<file path="config.mk">
export PLATFORM = sky130hd
export DESIGN_NAME = operator_unit_scheduler_flat
export DESIGN_NICKNAME = d
export VERILOG_FILES = /design/src/rtl/operator_unit_scheduler_if.sv /design/src/rtl/operator_unit_scheduler.sv /design/src/flat_wrapper.sv
export SDC_FILE = /design/constraint.sdc
export NUM_CORES = 1
export LEC_CHECK = 0
export CORE_AREA = 2 2 161 163
export DETAILED_ROUTE_END_ITERATION = 10
export DIE_AREA = 0 0 163 165
export GPL_ROUTABILITY_DRIVEN = 1
export PLACE_DENSITY_LB_ADDON = 0.1
export RECOVER_POWER = 100
export SETUP_SLACK_MARGIN = 0.3
export SLEW_MARGIN = 20
export SYNTH_ARGS = -nofsm -noshare
export SYNTH_HDL_FRONTEND = slang
export SYNTH_SLANG_ARGS = --single-unit
</file>
<file path="constraint.sdc">
create_clock -name clk -period 2.9 [get_ports clk]
set_clock_uncertainty 0.2 [all_clocks]
set_input_delay 0.29 -clock clk [delete_from_list [all_inputs] [get_ports clk]]
set_output_delay 0.29 -clock clk [all_outputs]
set_load 0.005 [all_outputs]
</file>
<file path="src/rtl/operator_unit_scheduler_if.sv">
// Bundle of requester-side and operator-unit-side signals around the shared
// operator scheduler; the scheduler uses the slave modport, clients/unit the master.
interface operator_unit_scheduler_if #(
    parameter int NUM_REQ = 4,
    parameter int DATA_W  = 32,
    parameter int OP_W    = 3
) ();
    logic [NUM_REQ-1:0]        req_valid;
    logic [NUM_REQ*OP_W-1:0]   req_op;
    logic [NUM_REQ*DATA_W-1:0] req_a;
    logic [NUM_REQ*DATA_W-1:0] req_b;
    logic [NUM_REQ-1:0]        req_ready;
    logic [NUM_REQ-1:0]        resp_valid;
    logic [DATA_W-1:0]         resp_data;
    logic                      resp_err;
    logic                      resp_ready;
    logic                      op_start;
    logic [OP_W-1:0]           op_code;
    logic [DATA_W-1:0]         op_a;
    logic [DATA_W-1:0]         op_b;
    logic                      op_done;
    logic [DATA_W-1:0]         op_result;

    modport master (
        output req_valid, req_op, req_a, req_b, resp_ready, op_done, op_result,
        input  req_ready, resp_valid, resp_data, resp_err, op_start, op_code, op_a, op_b
    );

    modport slave (
        input  req_valid, req_op, req_a, req_b, resp_ready, op_done, op_result,
        output req_ready, resp_valid, resp_data, resp_err, op_start, op_code, op_a, op_b
    );
endinterface

</file>
<file path="src/rtl/operator_unit_scheduler.sv">
// Round-robin scheduler sharing one operator unit between NUM_REQ requesters,
// with a watchdog on the unit's done and a held response handshake.
module operator_unit_scheduler #(
    parameter int NUM_REQ = 4,
    parameter int DATA_W  = 32,
    parameter int OP_W    = 3,
    parameter int TIMEOUT = 16
) (
    input  logic                    clk,
    input  logic                    reset,
    operator_unit_scheduler_if.slave bus
);
    localparam int IDX_W = (NUM_REQ > 1) ? $clog2(NUM_REQ) : 1;
    localparam int CNT_W = $clog2(TIMEOUT + 1);
    localparam logic [IDX_W-1:0] LAST_INIT = IDX_W'(NUM_REQ - 1);
    localparam logic [CNT_W-1:0] CNT_ZERO  = {CNT_W{1'b0}};
    localparam logic [CNT_W-1:0] CNT_ONE   = CNT_W'(1);
    localparam logic [CNT_W-1:0] CNT_LAST  = CNT_W'(TIMEOUT - 1);

    typedef enum logic [1:0] {
        ST_IDLE  = 2'd0,
        ST_ISSUE = 2'd1,
        ST_WAIT  = 2'd2,
        ST_RESP  = 2'd3
    } state_t;

    state_t              state_r;
    state_t              state_nxt_s;
    logic [IDX_W-1:0]    last_r;
    logic [CNT_W-1:0]    wait_cnt_r;
    logic                op_start_r;
    logic [OP_W-1:0]     op_code_r;
    logic [DATA_W-1:0]   op_a_r;
    logic [DATA_W-1:0]   op_b_r;
    logic [NUM_REQ-1:0]  resp_valid_r;
    logic [DATA_W-1:0]   resp_data_r;
    logic                resp_err_r;
    logic                grant_vld_s;
    logic [IDX_W-1:0]    grant_idx_s;
    logic [NUM_REQ-1:0]  req_ready_s;
    logic [OP_W-1:0]     sel_op_s;
    logic [DATA_W-1:0]   sel_a_s;
    logic [DATA_W-1:0]   sel_b_s;
    logic                timeout_s;
    logic                accept_s;

    function automatic logic [IDX_W-1:0] wrap_f(input logic [IDX_W-1:0] base, input int k);
        int sum;
        sum = int'(base) + k;
        if (sum >= NUM_REQ) begin
            sum = sum - NUM_REQ;
        end else begin
            sum = sum;
        end
        return sum[IDX_W-1:0];
    endfunction

    function automatic logic [NUM_REQ-1:0] onehot_f(input logic [IDX_W-1:0] idx);
        return {{(NUM_REQ-1){1'b0}}, 1'b1} << idx;
    endfunction

    // Round-robin pick: first valid requester after the last winner.
    always_comb begin
        grant_vld_s = 1'b0;
        grant_idx_s = {IDX_W{1'b0}};
        for (int k = 1; k <= NUM_REQ; k++) begin
            if (!grant_vld_s && bus.req_valid[wrap_f(last_r, k)]) begin
                grant_vld_s = 1'b1;
                grant_idx_s = wrap_f(last_r, k);
            end else begin
                grant_vld_s = grant_vld_s;
            end
        end
    end

    // Operand mux for the candidate winner.
    always_comb begin
        sel_op_s = {OP_W{1'b0}};
        sel_a_s  = {DATA_W{1'b0}};
        sel_b_s  = {DATA_W{1'b0}};
        for (int i = 0; i < NUM_REQ; i++) begin
            if (grant_idx_s == IDX_W'(i)) begin
                sel_op_s = bus.req_op[i*OP_W +: OP_W];
                sel_a_s  = bus.req_a[i*DATA_W +: DATA_W];
                sel_b_s  = bus.req_b[i*DATA_W +: DATA_W];
            end else begin
                sel_op_s = sel_op_s;
            end
        end
    end

    // Accept pulse is combinational so the requester sees it in its grant cycle.
    always_comb begin
        req_ready_s = {NUM_REQ{1'b0}};
        accept_s    = (state_r == ST_IDLE) && grant_vld_s;
        timeout_s   = (wait_cnt_r == CNT_LAST);
        if (accept_s) begin
            req_ready_s = onehot_f(grant_idx_s);
        end else begin
            req_ready_s = {NUM_REQ{1'b0}};
        end
    end

    // Next-state logic for the IDLE -> ISSUE -> WAIT -> RESP sequence.
    always_comb begin
        state_nxt_s = state_r;
        case (state_r)
            ST_IDLE: begin
                if (grant_vld_s) begin
                    state_nxt_s = ST_ISSUE;
                end else begin
                    state_nxt_s = ST_IDLE;
                end
            end
            ST_ISSUE: state_nxt_s = ST_WAIT;
            ST_WAIT: begin
                if (bus.op_done || timeout_s) begin
                    state_nxt_s = ST_RESP;
                end else begin
                    state_nxt_s = ST_WAIT;
                end
            end
            ST_RESP: begin
                if (bus.resp_ready) begin
                    state_nxt_s = ST_IDLE;
                end else begin
                    state_nxt_s = ST_RESP;
                end
            end
            default: state_nxt_s = ST_IDLE;
        endcase
    end

    // State register, issue pulse and watchdog counter.
    always_ff @(posedge clk) begin
        if (reset) begin
            state_r    <= ST_IDLE;
            op_start_r <= 1'b0;
            wait_cnt_r <= CNT_ZERO;
        end else begin
            state_r    <= state_nxt_s;
            op_start_r <= accept_s;
            if (state_r == ST_ISSUE) begin
                wait_cnt_r <= CNT_ZERO;
            end else if (state_r == ST_WAIT) begin
                wait_cnt_r <= wait_cnt_r + CNT_ONE;
            end else begin
                wait_cnt_r <= wait_cnt_r;
            end
        end
    end

    // Operand capture and round-robin pointer update on accept.
    always_ff @(posedge clk) begin
        if (reset) begin
            last_r    <= LAST_INIT;
            op_code_r <= {OP_W{1'b0}};
            op_a_r    <= {DATA_W{1'b0}};
            op_b_r    <= {DATA_W{1'b0}};
        end else if (accept_s) begin
            last_r    <= grant_idx_s;
            op_code_r <= sel_op_s;
            op_a_r    <= sel_a_s;
            op_b_r    <= sel_b_s;
        end
    end

    // Response capture; done takes priority over a simultaneous watchdog expiry.
    always_ff @(posedge clk) begin
        if (reset) begin
            resp_valid_r <= {NUM_REQ{1'b0}};
            resp_data_r  <= {DATA_W{1'b0}};
            resp_err_r   <= 1'b0;
        end else if ((state_r == ST_WAIT) && bus.op_done) begin
            resp_valid_r <= onehot_f(last_r);
            resp_data_r  <= bus.op_result;
            resp_err_r   <= 1'b0;
        end else if ((state_r == ST_WAIT) && timeout_s) begin
            resp_valid_r <= onehot_f(last_r);
            resp_data_r  <= {DATA_W{1'b0}};
            resp_err_r   <= 1'b1;
        end else if ((state_r == ST_RESP) && bus.resp_ready) begin
            resp_valid_r <= {NUM_REQ{1'b0}};
        end
    end

    assign bus.req_ready  = req_ready_s;
    assign bus.resp_valid = resp_valid_r;
    assign bus.resp_data  = resp_data_r;
    assign bus.resp_err   = resp_err_r;
    assign bus.op_start   = op_start_r;
    assign bus.op_code    = op_code_r;
    assign bus.op_a       = op_a_r;
    assign bus.op_b       = op_b_r;
endmodule

</file>
<file path="src/flat_wrapper.sv">
// flat-port wrapper written by rule: the top's interface ports become plain ports
module operator_unit_scheduler_flat 
#(
    parameter int NUM_REQ = 4,
    parameter int DATA_W  = 32,
    parameter int OP_W    = 3,
    parameter int TIMEOUT = 16
)
  (clk, reset, bus_req_valid, bus_req_op, bus_req_a, bus_req_b, bus_resp_ready, bus_op_done, bus_op_result, bus_req_ready, bus_resp_valid, bus_resp_data, bus_resp_err, bus_op_start, bus_op_code, bus_op_a, bus_op_b);
  operator_unit_scheduler_if #(.NUM_REQ(NUM_REQ), .DATA_W(DATA_W), .OP_W(OP_W)) bus_i ();
  input  logic clk;
  input  logic reset;
  input wire logic [$bits(bus_i.req_valid)-1:0] bus_req_valid;
  input wire logic [$bits(bus_i.req_op)-1:0] bus_req_op;
  input wire logic [$bits(bus_i.req_a)-1:0] bus_req_a;
  input wire logic [$bits(bus_i.req_b)-1:0] bus_req_b;
  input wire logic [$bits(bus_i.resp_ready)-1:0] bus_resp_ready;
  input wire logic [$bits(bus_i.op_done)-1:0] bus_op_done;
  input wire logic [$bits(bus_i.op_result)-1:0] bus_op_result;
  output wire logic [$bits(bus_i.req_ready)-1:0] bus_req_ready;
  output wire logic [$bits(bus_i.resp_valid)-1:0] bus_resp_valid;
  output wire logic [$bits(bus_i.resp_data)-1:0] bus_resp_data;
  output wire logic [$bits(bus_i.resp_err)-1:0] bus_resp_err;
  output wire logic [$bits(bus_i.op_start)-1:0] bus_op_start;
  output wire logic [$bits(bus_i.op_code)-1:0] bus_op_code;
  output wire logic [$bits(bus_i.op_a)-1:0] bus_op_a;
  output wire logic [$bits(bus_i.op_b)-1:0] bus_op_b;
  assign bus_i.req_valid = bus_req_valid;
  assign bus_i.req_op = bus_req_op;
  assign bus_i.req_a = bus_req_a;
  assign bus_i.req_b = bus_req_b;
  assign bus_i.resp_ready = bus_resp_ready;
  assign bus_i.op_done = bus_op_done;
  assign bus_i.op_result = bus_op_result;
  assign bus_req_ready = bus_i.req_ready;
  assign bus_resp_valid = bus_i.resp_valid;
  assign bus_resp_data = bus_i.resp_data;
  assign bus_resp_err = bus_i.resp_err;
  assign bus_op_start = bus_i.op_start;
  assign bus_op_code = bus_i.op_code;
  assign bus_op_a = bus_i.op_a;
  assign bus_op_b = bus_i.op_b;
  operator_unit_scheduler #(.NUM_REQ(NUM_REQ), .DATA_W(DATA_W), .OP_W(OP_W), .TIMEOUT(TIMEOUT)) u_core (.clk(clk), .reset(reset), .bus(bus_i));
endmodule
</file>
==> impl_results.html, run 1 <==
<table>
<tr><th>Metric</th><th>Value</th></tr>
<tr><th colspan="2">Status</th></tr>
<tr><td>Outcome</td><td>finished, violations left</td></tr>
<tr><td>Violations in the final reports</td><td>setup timing</td></tr>
<tr><th colspan="2">Power</th></tr>
<tr><td>Max rail drop VDD</td><td>0.000451 V</td></tr>
<tr><td>Cell Int Power</td><td>7.32 mW</td></tr>
<tr><td>Proportion of power drawn by the clock network</td><td>0.209</td></tr>
<tr><td>Net switching power</td><td>4.00 mW</td></tr>
<tr><td>Fraction of power consumed by combinational cells</td><td>0.601</td></tr>
<tr><td>Switching portion of total power</td><td>0.353</td></tr>
<tr><td>Power density of the placed cells</td><td>818 mW/mm^2</td></tr>
<tr><td>Static power due to leakage</td><td>5.62 nW</td></tr>
<tr><td>Share of total power in sequential cells</td><td>0.190</td></tr>
<tr><td>Post-route total power</td><td>11.3 mW</td></tr>
<tr><th colspan="2">Synthesis</th></tr>
<tr><td>Synth Area in Compound Gates</td><td>0.302</td></tr>
<tr><td>Yosys Warn Count</td><td>0</td></tr>
<tr><td>Sequential-to-total area share from yosys stat</td><td>0.354</td></tr>
<tr><td>Most frequently used flop master after synthesis</td><td>sky130_fd_sc_hd__dfxtp_1</td></tr>
<tr><td>Net count after synthesis</td><td>1,059</td></tr>
<tr><td>Number of enable-type register cells in the synthesized netlist</td><td>0</td></tr>
<tr><td>Post-synthesis share of cell area spent on full adders, half adders and majority gates</td><td>0.0116</td></tr>
<tr><td>Async SR Flop Fraction</td><td>0</td></tr>
<tr><td>Top cells by instance count after synthesis</td><td>sky130_fd_sc_hd__dfxtp_1, sky130_fd_sc_hd__nand2_1, sky130_fd_sc_hd__o21ai_1, sky130_fd_sc_hd__mux2i_1, sky130_fd_sc_hd__and3_1</td></tr>
<tr><td>Share of the synthesized netlist area taken by xor and xnor gates</td><td>0.00136</td></tr>
<tr><td>Synthesized area divided by synthesized cell count</td><td>8.65 um^2</td></tr>
<tr><td>Multiplexer fraction of the synthesized cell area</td><td>0.108</td></tr>
<tr><td>Simple-Gate Fraction of Synth Area</td><td>0.164</td></tr>
<tr><td>Mapped cell area</td><td>0.00645 mm^2</td></tr>
<tr><td>Most frequent cell after synthesis</td><td>sky130_fd_sc_hd__dfxtp_1</td></tr>
<tr><td>Dominant cells by area after synthesis</td><td>sky130_fd_sc_hd__dfxtp_1, sky130_fd_sc_hd__mux2i_1, sky130_fd_sc_hd__a21boi_0</td></tr>
<tr><td>Seq cells post-synth</td><td>114</td></tr>
<tr><td>Dominant combinational cell family by area after synthesis</td><td>compound AO/OA/AOI/OAI gates</td></tr>
<tr><td>Proportion of netlist area held by the largest area contributor</td><td>0.354</td></tr>
<tr><td>Library cell with the largest summed area after synthesis</td><td>sky130_fd_sc_hd__dfxtp_1</td></tr>
<tr><td>Count of unique library cells instantiated by Yosys</td><td>47</td></tr>
<tr><td>Post-Syn Instances</td><td>745</td></tr>
<tr><th colspan="2">Critical path</th></tr>
<tr><td>Maximum fanout along the worst path</td><td>4</td></tr>
<tr><td>Type of element launching the critical path</td><td>flop</td></tr>
<tr><td>Data arrival time of the critical path</td><td>2.41 ns</td></tr>
<tr><td>Element type at the critical path end</td><td>output port</td></tr>
<tr><td>Critical Setup Path Class</td><td>reg -&gt; out</td></tr>
<tr><td>Req. time, crit path</td><td>2.41 ns</td></tr>
<tr><th colspan="2">Global routing</th></tr>
<tr><td>Global router's overall resource usage</td><td>0.231</td></tr>
<tr><td>Overflow left after global routing</td><td>0</td></tr>
<tr><td>Pin count of the biggest net entering global routing</td><td>77</td></tr>
<tr><td>Initial antenna violation count</td><td>3</td></tr>
<tr><td>Via count of the first global-routing pass</td><td>7,862</td></tr>
<tr><td>First-pass GRT wire length</td><td>46,800 um</td></tr>
<tr><th colspan="2">Timing</th></tr>
<tr><td>Number of hold violations in the final report</td><td>0</td></tr>
<tr><td>Final Setup Violations</td><td>1</td></tr>
<tr><td>Final Max Slew Viols</td><td>0</td></tr>
<tr><td>Actual slew at the worst max-slew pin</td><td>0.703 ns</td></tr>
<tr><td>Sum of negative setup slack</td><td>-0.00366 ns</td></tr>
<tr><td>Final Cycle Share</td><td>1.00</td></tr>
<tr><td>Worst relative slew slack</td><td>0.531</td></tr>
<tr><td>Maximum clock rate</td><td>344 MHz</td></tr>
<tr><td>Worst Slack Setup Final</td><td>-0.00366 ns</td></tr>
<tr><td>Setup repair after global routing missed its margin</td><td>true</td></tr>
<tr><td>Final period demand of the worst path</td><td>2.90 ns</td></tr>
<tr><th colspan="2">Clocking</th></tr>
<tr><td>Clock tree from TritonCTS</td><td>yes</td></tr>
<tr><td>Hold buffers post-CTS</td><td>0</td></tr>
<tr><td>Clock Path Buffers</td><td>2</td></tr>
<tr><td>Number of sinks on the clock net</td><td>114</td></tr>
<tr><td>Level count of the clock H-tree</td><td>4</td></tr>
<tr><td>Root Driver</td><td>sky130_fd_sc_hd__clkbuf_16</td></tr>
<tr><td>Source-to-sink clock delay at the later pin of the worst-skew pair</td><td>0.41 ns</td></tr>
<tr><td>Clock-pin slew on the worst setup and hold paths</td><td>0.06 ns</td></tr>
<tr><td>Num CTS Buffers</td><td>17</td></tr>
<tr><th colspan="2">Placement</th></tr>
<tr><td>HPWL after DPL</td><td>21,900 um</td></tr>
<tr><td>Count of buffers inserted at the top-level ports</td><td>416</td></tr>
<tr><td>Final RePlAce weighted congestion</td><td>0.796</td></tr>
<tr><th colspan="2">Floorplan</th></tr>
<tr><td>Die height</td><td>165 um</td></tr>
<tr><td>Area of the core</td><td>0.0250 mm^2</td></tr>
<tr><td>Horiz. Die Dim</td><td>163 um</td></tr>
<tr><td>Number of standard-cell rows in the floorplan</td><td>58</td></tr>
<tr><td>Starting utilization of the core area</td><td>0.257</td></tr>
<tr><td>Num ports</td><td>417</td></tr>
<tr><td>Total Die Area</td><td>0.0269 mm^2</td></tr>
<tr><th colspan="2">Finish</th></tr>
<tr><td>Layout filler cell count</td><td>2,285</td></tr>
<tr><td>FF/Latch Area</td><td>0.00229 mm^2</td></tr>
<tr><td>Total area of multi-input combinational cells</td><td>0.00443 mm^2</td></tr>
<tr><td>Proportion of layout cells with a drive suffix above 1</td><td>0.247</td></tr>
<tr><td>Count of inserted antenna diode cells</td><td>0</td></tr>
<tr><td>P&amp;R area growth vs syn</td><td>115%</td></tr>
<tr><td>Final-stage net count</td><td>1,533</td></tr>
<tr><th colspan="2">Drt</th></tr>
<tr><td>Number of DRC markers after the initial detailed-route iteration</td><td>405</td></tr>
<tr><td>Via/cell ratio</td><td>4.95</td></tr>
<tr><td>Vias</td><td>7,738</td></tr>
<tr><td>Number of iterations in the first detailed-routing pass</td><td>4</td></tr>
<tr><td>Detail Route Antenna Nets</td><td>0</td></tr>
<tr><td>Per-cell routed wire length</td><td>21.4 um</td></tr>
<tr><td>Total wire length</td><td>33,500 um</td></tr>
<tr><td>DRC violation count after routing</td><td>0</td></tr>
<tr><th colspan="2">Hold path</th></tr>
<tr><td>Worst Hold Class</td><td>in -&gt; reg</td></tr>
<tr><th colspan="2">Job</th></tr>
<tr><td>Count of max-cap constraint violations</td><td>0</td></tr>
</table>
[worst max-delay path, stage by stage (launching register included)]
cell	delay, ns
sky130_fd_sc_hd__dfxtp_4	0.37
sky130_fd_sc_hd__buf_8	0.12
sky130_fd_sc_hd__buf_6	0.09
sky130_fd_sc_hd__mux4_2	0.52
sky130_fd_sc_hd__a211oi_4	0.26
sky130_fd_sc_hd__a21oi_4	0.07
sky130_fd_sc_hd__buf_6	0.14
sky130_fd_sc_hd__buf_6	0.11
sky130_fd_sc_hd__nor3_4	0.16
sky130_fd_sc_hd__buf_2	0.16
[state kept, by name, summed over array words and instances (netlist names)]
signal	cells
u_core.bus.op_a	32
u_core.bus.op_b	32
u_core.bus.op_code	3
u_core.bus.op_start	1
u_core.bus.resp_data	32
u_core.bus.resp_err	1
u_core.bus.resp_valid	4
u_core.last_r	2
u_core.state_r	2
u_core.wait_cnt_r	5
[power groups by stage]
stage / registers (mW) / logic, mW / clock network, mW
after detailed placement: 2.19 / 4.35 / 0
after global routing: 2.21 / 7.18 / 2.47
after global placement: 2.18 / 4.33 / 0
after CTS: 2.17 / 6.00 / 2.40
after floorplan: 2.21 / 2.29 / 0
final: 2.15 / 6.80 / 2.36
[layout by cell type (no fill, tap or decap), drive strengths merged, types with 6 or more instances in the layout]
cell type	Yosys	routed
clkdlybuf4s50	0	306
dfxtp	114	114
buf	27	113
dlygate4sd3	0	105
o21ai	70	70
nand2	67	67
mux2i	63	63
and3	62	62
o211ai	57	57
a21boi	57	57
nor2	52	52
a22oi	47	47
clkbuf	50	29
a21oi	13	13
nand4b	9	9
o32ai	9	9
inv	6	7
ha	6	6
[final cells by class]
type,instances,area share
Timing Repair Buffer,532,0.436
Multi-Input combinational cell,548,0.320
Sequential cell,114,0.165
Clock buffer,21,0.0340
Tap cell,330,0.0298
Clock inverter,11,0.0127
Inverter,6,0.00199
[kinds of logic (layout without fill, tap and decap cells)]
| family | Yosys count | in the layout |
|---|---|---|
| simple gates | 209 | 209 |
| mux | 67 | 67 |
| compound gates | 265 | 265 |
| flops | 114 | 114 |
| xor+xnor | 1 | 1 |
| fa+ha+maj | 6 | 6 |
| buf+inv | 83 | 570 |
[metal layers]
| metal | track usage | share of wire | vias to the layer above | routed length, um |
|---|---|---|---|---|
| met5 | 0 | 0.0011 | - | 36 |
| met4 | 0.0619 | 0.018 | 6 | 604 |
| met3 | 0.0751 | 0.078 | 42 | 2620 |
| met2 | 0.421 | 0.51 | 308 | 17000 |
| met1 | 0.259 | 0.40 | 3652 | 13200 |
| li1 | - | - | 3730 | - |
[through the flow]
stage / instances / cell area (um^2) / hold WS [ns] / setup slack, ns / util
finish: 1562 / 13800 / 0.151 / -0.00366 / 0.553
global placement: 1458 / 11200 / 0.255 / -0.163 / 0.446
detailed placement: 1458 / 11200 / 0.262 / -0.188 / 0.446
floorplan: 745 / 6510 / 0.238 / 0.270 / -
CTS: 1538 / 13100 / 0.144 / -0.0966 / 0.523
global route: 1562 / 13800 / 0.167 / -0.105 / 0.553
[final timing paths]
check	cells past startpoint	slack [ns]	end	startpoint
setup / recovery	9	-0.004	bus_req_ready[1]	u_core.last_r[0]
hold / removal	2	0.15	u_core.bus.resp_data[12]	reset
setup reg to reg	16	0.03	u_core.bus.op_b[1]	u_core.last_r[0]
hold reg to reg	2	0.26	u_core.bus.op_a[1]	u_core.bus.op_a[1]
[what timing repair did]
item | 4_1_cts | 5_1_grt
setup buffers | 28 | 15
cloned | 20 | 9
resized for setup | 182 | 98
endpoints found under the setup margin | 70 | 72
pin swaps | 92 | 91
hold endpoints to repair | 0 | 0
(Power assumes the default switching activity.)
==> inputs of run 2 (changes only) <==
--- a/config.mk
+++ b/config.mk
@@ -16,3 +16,4 @@
 export SYNTH_ARGS = -nofsm -noshare
 export SYNTH_HDL_FRONTEND = slang
 export SYNTH_SLANG_ARGS = --single-unit
+export TNS_END_PERCENT = 5
==> run 2 against run 1 <==
  * The run now ends clean
  * Count of clock-buffer cells in the layout stayed put
  * Global-route usage is 2.0 points lower
  * Utilization is 7.3 points lower
  * Register-to-register slack better by 0.08 ns
  * Cell count is 3.7% lower
  * Routed wire length is 13% lower
  * Fmax is 0.81% higher
  * Sequential cell count stayed put
  * Highest routed layer unchanged
==> impl_results.html, run 2 (synthesis gave the netlist of run 1 again) <==
<table>
<tr><th>Metric</th><th>Value</th></tr>
<tr><th colspan="2">Status</th></tr>
<tr><td>Outcome</td><td>finished, final reports clean</td></tr>
<tr><th colspan="2">Finish</th></tr>
<tr><td>Layout filler cell count</td><td>2,494</td></tr>
<tr><td>Proportion of layout cells with a drive suffix above 1</td><td>0.122</td></tr>
<tr><td>Count of non-filler cells in the finished layout</td><td>1,504</td></tr>
<tr><td>Final-stage net count</td><td>1,474</td></tr>
<tr><td>Most common cell after layout, fill and taps aside</td><td>sky130_fd_sc_hd__clkdlybuf4s50_1</td></tr>
<tr><td>P&amp;R area growth vs syn</td><td>86.4%</td></tr>
<tr><td>Leading cell types in the layout, fill and taps excluded</td><td>sky130_fd_sc_hd__clkdlybuf4s50_1, sky130_fd_sc_hd__dfxtp_1, sky130_fd_sc_hd__dlygate4sd3_1, sky130_fd_sc_hd__nand2_1</td></tr>
<tr><th colspan="2">Timing</th></tr>
<tr><td>Maximum clock rate</td><td>347 MHz</td></tr>
<tr><td>Final Cycle Share</td><td>0.993</td></tr>
<tr><td>Hold slack final</td><td>0.151 ns</td></tr>
<tr><td>Final Max Slew Viols</td><td>0</td></tr>
<tr><td>Final period demand of the worst path</td><td>2.88 ns</td></tr>
<tr><td>Number of hold violations in the final report</td><td>0</td></tr>
<tr><td>Sum of negative setup slack</td><td>0 ns</td></tr>
<tr><td>Worst relative slew slack</td><td>0.541</td></tr>
<tr><td>Final Setup Violations</td><td>0</td></tr>
<tr><td>Actual slew at the worst max-slew pin</td><td>0.688 ns</td></tr>
<tr><td>Setup repair after global routing missed its margin</td><td>true</td></tr>
<tr><th colspan="2">Clocking</th></tr>
<tr><td>Num CTS Buffers</td><td>17</td></tr>
<tr><td>Clock tree from TritonCTS</td><td>yes</td></tr>
<tr><td>Clock-pin slew on the worst setup and hold paths</td><td>0.06 ns</td></tr>
<tr><td>Root Driver</td><td>sky130_fd_sc_hd__clkbuf_16</td></tr>
<tr><td>Level count of the clock H-tree</td><td>4</td></tr>
<tr><td>Hold buffers post-CTS</td><td>0</td></tr>
<tr><td>Number of sinks on the clock net</td><td>114</td></tr>
<tr><td>Clock Path Buffers</td><td>2</td></tr>
<tr><td>Source-to-sink clock delay at the later pin of the worst-skew pair</td><td>0.41 ns</td></tr>
<tr><th colspan="2">Floorplan</th></tr>
<tr><td>Total Die Area</td><td>0.0269 mm^2</td></tr>
<tr><td>Starting utilization of the core area</td><td>0.257</td></tr>
<tr><td>Num ports</td><td>417</td></tr>
<tr><td>Area of the core</td><td>0.0250 mm^2</td></tr>
<tr><td>Die height</td><td>165 um</td></tr>
<tr><td>Horiz. Die Dim</td><td>163 um</td></tr>
<tr><td>Number of standard-cell rows in the floorplan</td><td>58</td></tr>
<tr><th colspan="2">Global routing</th></tr>
<tr><td>Pin count of the biggest net entering global routing</td><td>77</td></tr>
<tr><td>Via count of the first global-routing pass</td><td>7,455</td></tr>
<tr><td>Initial antenna violation count</td><td>2</td></tr>
<tr><td>First-pass GRT wire length</td><td>43,100 um</td></tr>
<tr><td>Global router's overall resource usage</td><td>0.211</td></tr>
<tr><td>Overflow left after global routing</td><td>0</td></tr>
<tr><th colspan="2">Power</th></tr>
<tr><td>Static power due to leakage</td><td>4.90 nW</td></tr>
<tr><td>Power density of the placed cells</td><td>737 mW/mm^2</td></tr>
<tr><td>Max rail drop VDD</td><td>0.000412 V</td></tr>
<tr><td>Post-route total power</td><td>8.85 mW</td></tr>
<tr><th colspan="2">Critical path</th></tr>
<tr><td>Req. time, crit path</td><td>2.41 ns</td></tr>
<tr><td>Data arrival time of the critical path</td><td>2.39 ns</td></tr>
<tr><td>Element type at the critical path end</td><td>output port</td></tr>
<tr><td>Maximum fanout along the worst path</td><td>4</td></tr>
<tr><td>Worst Setup SP</td><td>u_core.last_r[0]</td></tr>
<tr><td>Critical Setup Path Class</td><td>reg -&gt; out</td></tr>
<tr><td>Type of element launching the critical path</td><td>flop</td></tr>
<tr><td>Launching point of the worst reg2reg path</td><td>u_core.last_r[0]</td></tr>
<tr><th colspan="2">Placement</th></tr>
<tr><td>Final RePlAce weighted congestion</td><td>0.796</td></tr>
<tr><td>HPWL after DPL</td><td>21,900 um</td></tr>
<tr><td>Count of placed standard cells including taps</td><td>1,458</td></tr>
<tr><td>Count of buffers inserted at the top-level ports</td><td>416</td></tr>
<tr><th colspan="2">Drt</th></tr>
<tr><td>Detail Route Antenna Nets</td><td>0</td></tr>
<tr><td>DRC violation count after routing</td><td>0</td></tr>
<tr><td>Vias</td><td>7,301</td></tr>
<tr><td>Per-cell routed wire length</td><td>19.5 um</td></tr>
<tr><td>Total wire length</td><td>29,300 um</td></tr>
<tr><td>Via/cell ratio</td><td>4.85</td></tr>
<tr><td>Number of iterations in the first detailed-routing pass</td><td>4</td></tr>
<tr><td>Number of DRC markers after the initial detailed-route iteration</td><td>328</td></tr>
<tr><th colspan="2">Hold path</th></tr>
<tr><td>Origin of the worst min-delay path</td><td>reset</td></tr>
<tr><td>Worst Hold Class</td><td>in -&gt; reg</td></tr>
<tr><th colspan="2">Job</th></tr>
<tr><td>Count of max-cap constraint violations</td><td>0</td></tr>
</table>
==> run 2: cell types whose count changed in the layout (fill, tap and decap cells not counted), moves of 5 or more <==
cell	change
sky130_fd_sc_hd__a21boi_0	+48
sky130_fd_sc_hd__a21boi_1	-12
sky130_fd_sc_hd__a21boi_2	-32
sky130_fd_sc_hd__and3_1	+26
sky130_fd_sc_hd__and3_4	-26
sky130_fd_sc_hd__buf_12	-21
sky130_fd_sc_hd__buf_16	-22
sky130_fd_sc_hd__buf_6	-13
sky130_fd_sc_hd__clkbuf_16	-7
sky130_fd_sc_hd__mux2i_1	+6
sky130_fd_sc_hd__mux2i_2	-5
sky130_fd_sc_hd__o21ai_1	+26
sky130_fd_sc_hd__o21ai_2	-28
==> run 2: area by class of cell <==
| type | instances | area, um^2 | share of cell area |
|---|---|---|---|
| antenna | 1 | 2.50 | 0.000208 |
| clock buffer | 21 | 470 | 0.0392 |
| clock inverter | 11 | 175 | 0.0146 |
| inverter | 6 | 27.5 | 0.00229 |
| multi-input combinational | 548 | 3940 | 0.328 |
| sequential | 114 | 2290 | 0.190 |
| tap | 330 | 413 | 0.0344 |
| timing repair buffer | 473 | 4700 | 0.391 |
==> run 2: what timing repair did <==
item | in CTS | in global routing
setup buffers | 13 | 0
setup endpoints to repair | 70 | 72
gates resized for setup | 44 | 7
pin swaps | 29 | 4
==> run 2: path summary, 6_finish.rpt <==
path                                                 end  slack, ns  depth (start not counted)
worst max register to register       u_core.bus.op_a[28]       0.11                         11
worst max-delay path                    bus_req_ready[1]       0.02                          9
worst min register to register        u_core.bus.op_a[7]       0.26                          2
worst min-delay path            u_core.bus.resp_data[12]       0.15                          2
==> run 2: power by group <==
group | internal [mW] | switching, mW
sequential | 1.95 | 0.197
clock | 1.52 | 0.829
combinational | 2.23 | 2.13
==> run 2: stage by stage <==
stage          setup slack [ns]   util  area, um^2
6_report                 0.0196  0.480       12000
2_1_floorplan             0.270      -        6510
3_5_place_dp             -0.188  0.446       11200
5_1_grt                  -0.101  0.480       12000
3_3_place_gp             -0.163  0.446       11200
4_1_cts                  -0.117  0.480       12000
==> run 2: metal layers <==
metal	track usage	vias up	part of all wire
met2	0.381	264	0.50
met1	0.235	3402	0.40
met3	0.0738	33	0.083
li1	-	3598	-
met4	0.0575	4	0.018
met5	0	-	0.00092
==> run 2: critical path, stage by stage, from the launching register on <==
cell,delay [ns]
sky130_fd_sc_hd__dfxtp_4,0.38
sky130_fd_sc_hd__buf_8,0.11
sky130_fd_sc_hd__buf_6,0.09
sky130_fd_sc_hd__mux4_2,0.50
sky130_fd_sc_hd__a211oi_2,0.26
sky130_fd_sc_hd__a21oi_4,0.08
sky130_fd_sc_hd__buf_6,0.14
sky130_fd_sc_hd__buf_6,0.11
sky130_fd_sc_hd__nor3_4,0.15
sky130_fd_sc_hd__buf_2,0.16
==> inputs of run 3 (changes only) <==
--- a/config.mk
+++ b/config.mk
@@ -9,6 +9,7 @@
 export DETAILED_ROUTE_END_ITERATION = 10
 export DIE_AREA = 0 0 163 165
 export GPL_ROUTABILITY_DRIVEN = 1
+export GPL_TIMING_DRIVEN = 0
 export PLACE_DENSITY_LB_ADDON = 0.1
 export RECOVER_POWER = 100
 export SETUP_SLACK_MARGIN = 0.3
==> run 3 against run 2 <==
  * The flow now finishes with violations (setup timing)
  * Clock power decreased by 5%
  * Sequential cell count is the same
  * Global-route usage grew 1.4 points
  * Largest power group unchanged
  * Sequential power barely moved
  * Design area grew 3.3%
  * Hold slack better by 0.12 ns
  * Critical path type unchanged
==> impl_results.html, run 3 (synthesis gave the netlist of run 1 again) <==
<table>
<tr><th>Metric</th><th>Value</th></tr>
<tr><th colspan="2">Status</th></tr>
<tr><td>Outcome</td><td>finished, violations left</td></tr>
<tr><td>Violations in the final reports</td><td>setup timing</td></tr>
<tr><th colspan="2">Critical path</th></tr>
<tr><td>Element type at the critical path end</td><td>output port</td></tr>
<tr><td>Critical Setup Path Class</td><td>reg -&gt; out</td></tr>
<tr><td>CP cell instances</td><td>buf_8 -&gt; inv_8 -&gt; ha_4 -&gt; buf_8 -&gt; buf_6 -&gt; a221o_1 -&gt; a32oi_4 -&gt; buf_12 -&gt; buf_8 -&gt; and2_4 -&gt; buf_6 -&gt; and3_4 -&gt; buf_6</td></tr>
<tr><td>Type of element launching the critical path</td><td>flop</td></tr>
<tr><td>Data arrival time of the critical path</td><td>2.70 ns</td></tr>
<tr><td>Maximum fanout along the worst path</td><td>6</td></tr>
<tr><td>Req. time, crit path</td><td>2.41 ns</td></tr>
<tr><td>CP delay by family, top</td><td>buffers and inverters</td></tr>
<tr><td>Largest stage delay on the critical path</td><td>0.36 ns</td></tr>
<tr><td>Crit path max-delay cell type</td><td>sky130_fd_sc_hd__a221o_1</td></tr>
<tr><td>Number of buffer and inverter instances along the worst setup path</td><td>8</td></tr>
<tr><th colspan="2">Drt</th></tr>
<tr><td>Met2 WL</td><td>15,500 um</td></tr>
<tr><td>Number of iterations in the first detailed-routing pass</td><td>4</td></tr>
<tr><td>Met1 Wirelength</td><td>12,700 um</td></tr>
<tr><td>DRC violation count after routing</td><td>0</td></tr>
<tr><td>Number of DRC markers after the initial detailed-route iteration</td><td>345</td></tr>
<tr><td>Uppermost signal routing layer after detailed routing</td><td>met5</td></tr>
<tr><td>Vias</td><td>7,475</td></tr>
<tr><td>Met3 WL</td><td>2210 um</td></tr>
<tr><td>Detail Route Antenna Nets</td><td>0</td></tr>
<tr><td>Per-cell routed wire length</td><td>20.1 um</td></tr>
<tr><td>Total wire length</td><td>31,300 um</td></tr>
<tr><td>Via/cell ratio</td><td>4.80</td></tr>
<tr><th colspan="2">Power</th></tr>
<tr><td>Static power due to leakage</td><td>4.78 nW</td></tr>
<tr><td>Max rail drop VDD</td><td>0.000413 V</td></tr>
<tr><td>Power density of the placed cells</td><td>775 mW/mm^2</td></tr>
<tr><th colspan="2">Finish</th></tr>
<tr><td>Final-stage net count</td><td>1,525</td></tr>
<tr><td>Total area of multi-input combinational cells</td><td>0.00399 mm^2</td></tr>
<tr><td>Count of non-filler cells in the finished layout</td><td>1,556</td></tr>
<tr><td>FF/Latch Area</td><td>0.00229 mm^2</td></tr>
<tr><td>P&amp;R area growth vs syn</td><td>92.4%</td></tr>
<tr><td>Summed area of non-filler cells in the final layout</td><td>0.0124 mm^2</td></tr>
<tr><td>Most common cell after layout, fill and taps aside</td><td>sky130_fd_sc_hd__clkdlybuf4s50_1</td></tr>
<tr><td>Proportion of layout cells with a drive suffix above 1</td><td>0.158</td></tr>
<tr><td>Leading cell types in the layout, fill and taps excluded</td><td>sky130_fd_sc_hd__clkdlybuf4s50_1, sky130_fd_sc_hd__dfxtp_1, sky130_fd_sc_hd__nand2_1, sky130_fd_sc_hd__and3_1, sky130_fd_sc_hd__o21ai_1</td></tr>
<tr><td>Layout filler cell count</td><td>2,456</td></tr>
<tr><th colspan="2">Clocking</th></tr>
<tr><td>Num CTS Buffers</td><td>17</td></tr>
<tr><td>Number of sinks on the clock net</td><td>114</td></tr>
<tr><td>Clock tree from TritonCTS</td><td>yes</td></tr>
<tr><td>Clock Path Buffers</td><td>2</td></tr>
<tr><td>Root Driver</td><td>sky130_fd_sc_hd__clkbuf_16</td></tr>
<tr><td>Clock-pin slew on the worst setup and hold paths</td><td>0.07 ns</td></tr>
<tr><td>Level count of the clock H-tree</td><td>4</td></tr>
<tr><td>Source-to-sink clock delay at the later pin of the worst-skew pair</td><td>0.42 ns</td></tr>
<tr><th colspan="2">Floorplan</th></tr>
<tr><td>Num ports</td><td>417</td></tr>
<tr><td>Die height</td><td>165 um</td></tr>
<tr><td>Number of standard-cell rows in the floorplan</td><td>58</td></tr>
<tr><td>Area of the core</td><td>0.0250 mm^2</td></tr>
<tr><td>Total Die Area</td><td>0.0269 mm^2</td></tr>
<tr><td>Horiz. Die Dim</td><td>163 um</td></tr>
<tr><td>Starting utilization of the core area</td><td>0.257</td></tr>
<tr><th colspan="2">Hold path</th></tr>
<tr><td>Worst Hold Class</td><td>reg -&gt; reg</td></tr>
<tr><th colspan="2">Timing</th></tr>
<tr><td>Number of hold violations in the final report</td><td>0</td></tr>
<tr><td>Maximum clock rate</td><td>313 MHz</td></tr>
<tr><td>Final Cycle Share</td><td>1.10</td></tr>
<tr><td>Final period demand of the worst path</td><td>3.19 ns</td></tr>
<tr><td>Actual slew at the worst max-slew pin</td><td>0.678 ns</td></tr>
<tr><td>Final Setup Violations</td><td>23</td></tr>
<tr><td>Final Max Slew Viols</td><td>0</td></tr>
<tr><td>Setup repair after global routing missed its margin</td><td>true</td></tr>
<tr><td>Worst Slack Setup Final</td><td>-0.290 ns</td></tr>
<tr><td>Worst relative slew slack</td><td>0.548</td></tr>
<tr><th colspan="2">Placement</th></tr>
<tr><td>Area of placed instances</td><td>0.0111 mm^2</td></tr>
<tr><td>Final RePlAce weighted congestion</td><td>0.867</td></tr>
<tr><td>Count of placed standard cells including taps</td><td>1,489</td></tr>
<tr><td>HPWL after DPL</td><td>24,300 um</td></tr>
<tr><td>Count of buffers inserted at the top-level ports</td><td>414</td></tr>
<tr><th colspan="2">Global routing</th></tr>
<tr><td>Via count of the first global-routing pass</td><td>7,641</td></tr>
<tr><td>Initial antenna violation count</td><td>4</td></tr>
<tr><td>Pin count of the biggest net entering global routing</td><td>17</td></tr>
<tr><td>Overflow left after global routing</td><td>0</td></tr>
<tr><td>First-pass GRT wire length</td><td>45,100 um</td></tr>
<tr><td>Global router's overall resource usage</td><td>0.225</td></tr>
<tr><th colspan="2">Job</th></tr>
<tr><td>Count of max-cap constraint violations</td><td>0</td></tr>
</table>
-- run 3: layout make-up --
class,count,area share
clock buffer,20,0.0376
antenna,2,0.000403
buffer,77,0.0479
sequential,114,0.184
timing repair buffer,447,0.361
inverter,6,0.00282
multi-input combinational,548,0.321
clock inverter,12,0.0116
tap,330,0.0333
-- run 3: path summary, 6_finish.rpt --
path,cells past startpoint,endpoint,from,slack (ns)
min reg2reg,2,u_core.bus.op_a[10],u_core.bus.op_a[10],0.27
min,2,u_core.bus.op_a[10],u_core.bus.op_a[10],0.27
max,13,bus_req_ready[0],u_core.last_r[0],-0.29
max reg2reg,15,u_core.bus.op_b[31],u_core.last_r[0],-0.11
-- run 3: per-layer routing --
metal  vias up  track usage
met5         -            0
met4         6       0.0776
met3        44       0.0608
met2       288        0.402
met1      3437        0.260
li1       3700            -
-- run 3: worst reg2reg max path, stage by stage, from the launching register on --
cell	delay (ns)
sky130_fd_sc_hd__dfxtp_2	0.34
sky130_fd_sc_hd__buf_8	0.11
sky130_fd_sc_hd__inv_8	0.03
sky130_fd_sc_hd__ha_4	0.22
sky130_fd_sc_hd__buf_8	0.12
sky130_fd_sc_hd__buf_6	0.11
sky130_fd_sc_hd__a221o_1	0.36
sky130_fd_sc_hd__a32oi_4	0.22
sky130_fd_sc_hd__buf_12	0.15
sky130_fd_sc_hd__buf_8	0.11
sky130_fd_sc_hd__buf_4	0.10
sky130_fd_sc_hd__buf_4	0.11
sky130_fd_sc_hd__clkbuf_1	0.33
sky130_fd_sc_hd__and3_1	0.21
sky130_fd_sc_hd__o21ai_1	0.09
sky130_fd_sc_hd__o211ai_1	0.11
-- run 3: metrics by stage --
| stage | power, mW | hold slack, ns | worst slack [ns] | util | TNS [ns] |
|---|---|---|---|---|---|
| 2_1_floorplan | 4.49 | 0.238 | 0.270 | - | 0 |
| 3_3_place_gp | 6.55 | 0.255 | -0.896 | 0.442 | -33.60 |
| 3_5_place_dp | 6.56 | 0.258 | -0.954 | 0.442 | -34.58 |
| 4_1_cts | 9.44 | 0.274 | -0.387 | 0.486 | -7.20 |
| 5_1_grt | 10.2 | 0.293 | -0.404 | 0.495 | -6.19 |
| 6_report | 9.62 | 0.271 | -0.290 | 0.496 | -2.11 |
-- run 3: what timing repair did --
item / in CTS / in global routing
setup buffers: 30 / 3
setup endpoints to repair: 74 / 82
hold buffers: 0 / 0
gates cloned: 0 / 0
pin swaps: 13 / 22
gates resized for setup: 84 / 111
-- run 3: power by group --
part           internal (mW)  total, mW  switching, mW  leakage, nW
registers               1.95       2.16          0.211        0.934
logic                   2.81       5.24           2.42         3.55
clock network           1.35       2.22          0.867        0.291
total                   6.12       9.62           3.50         4.78
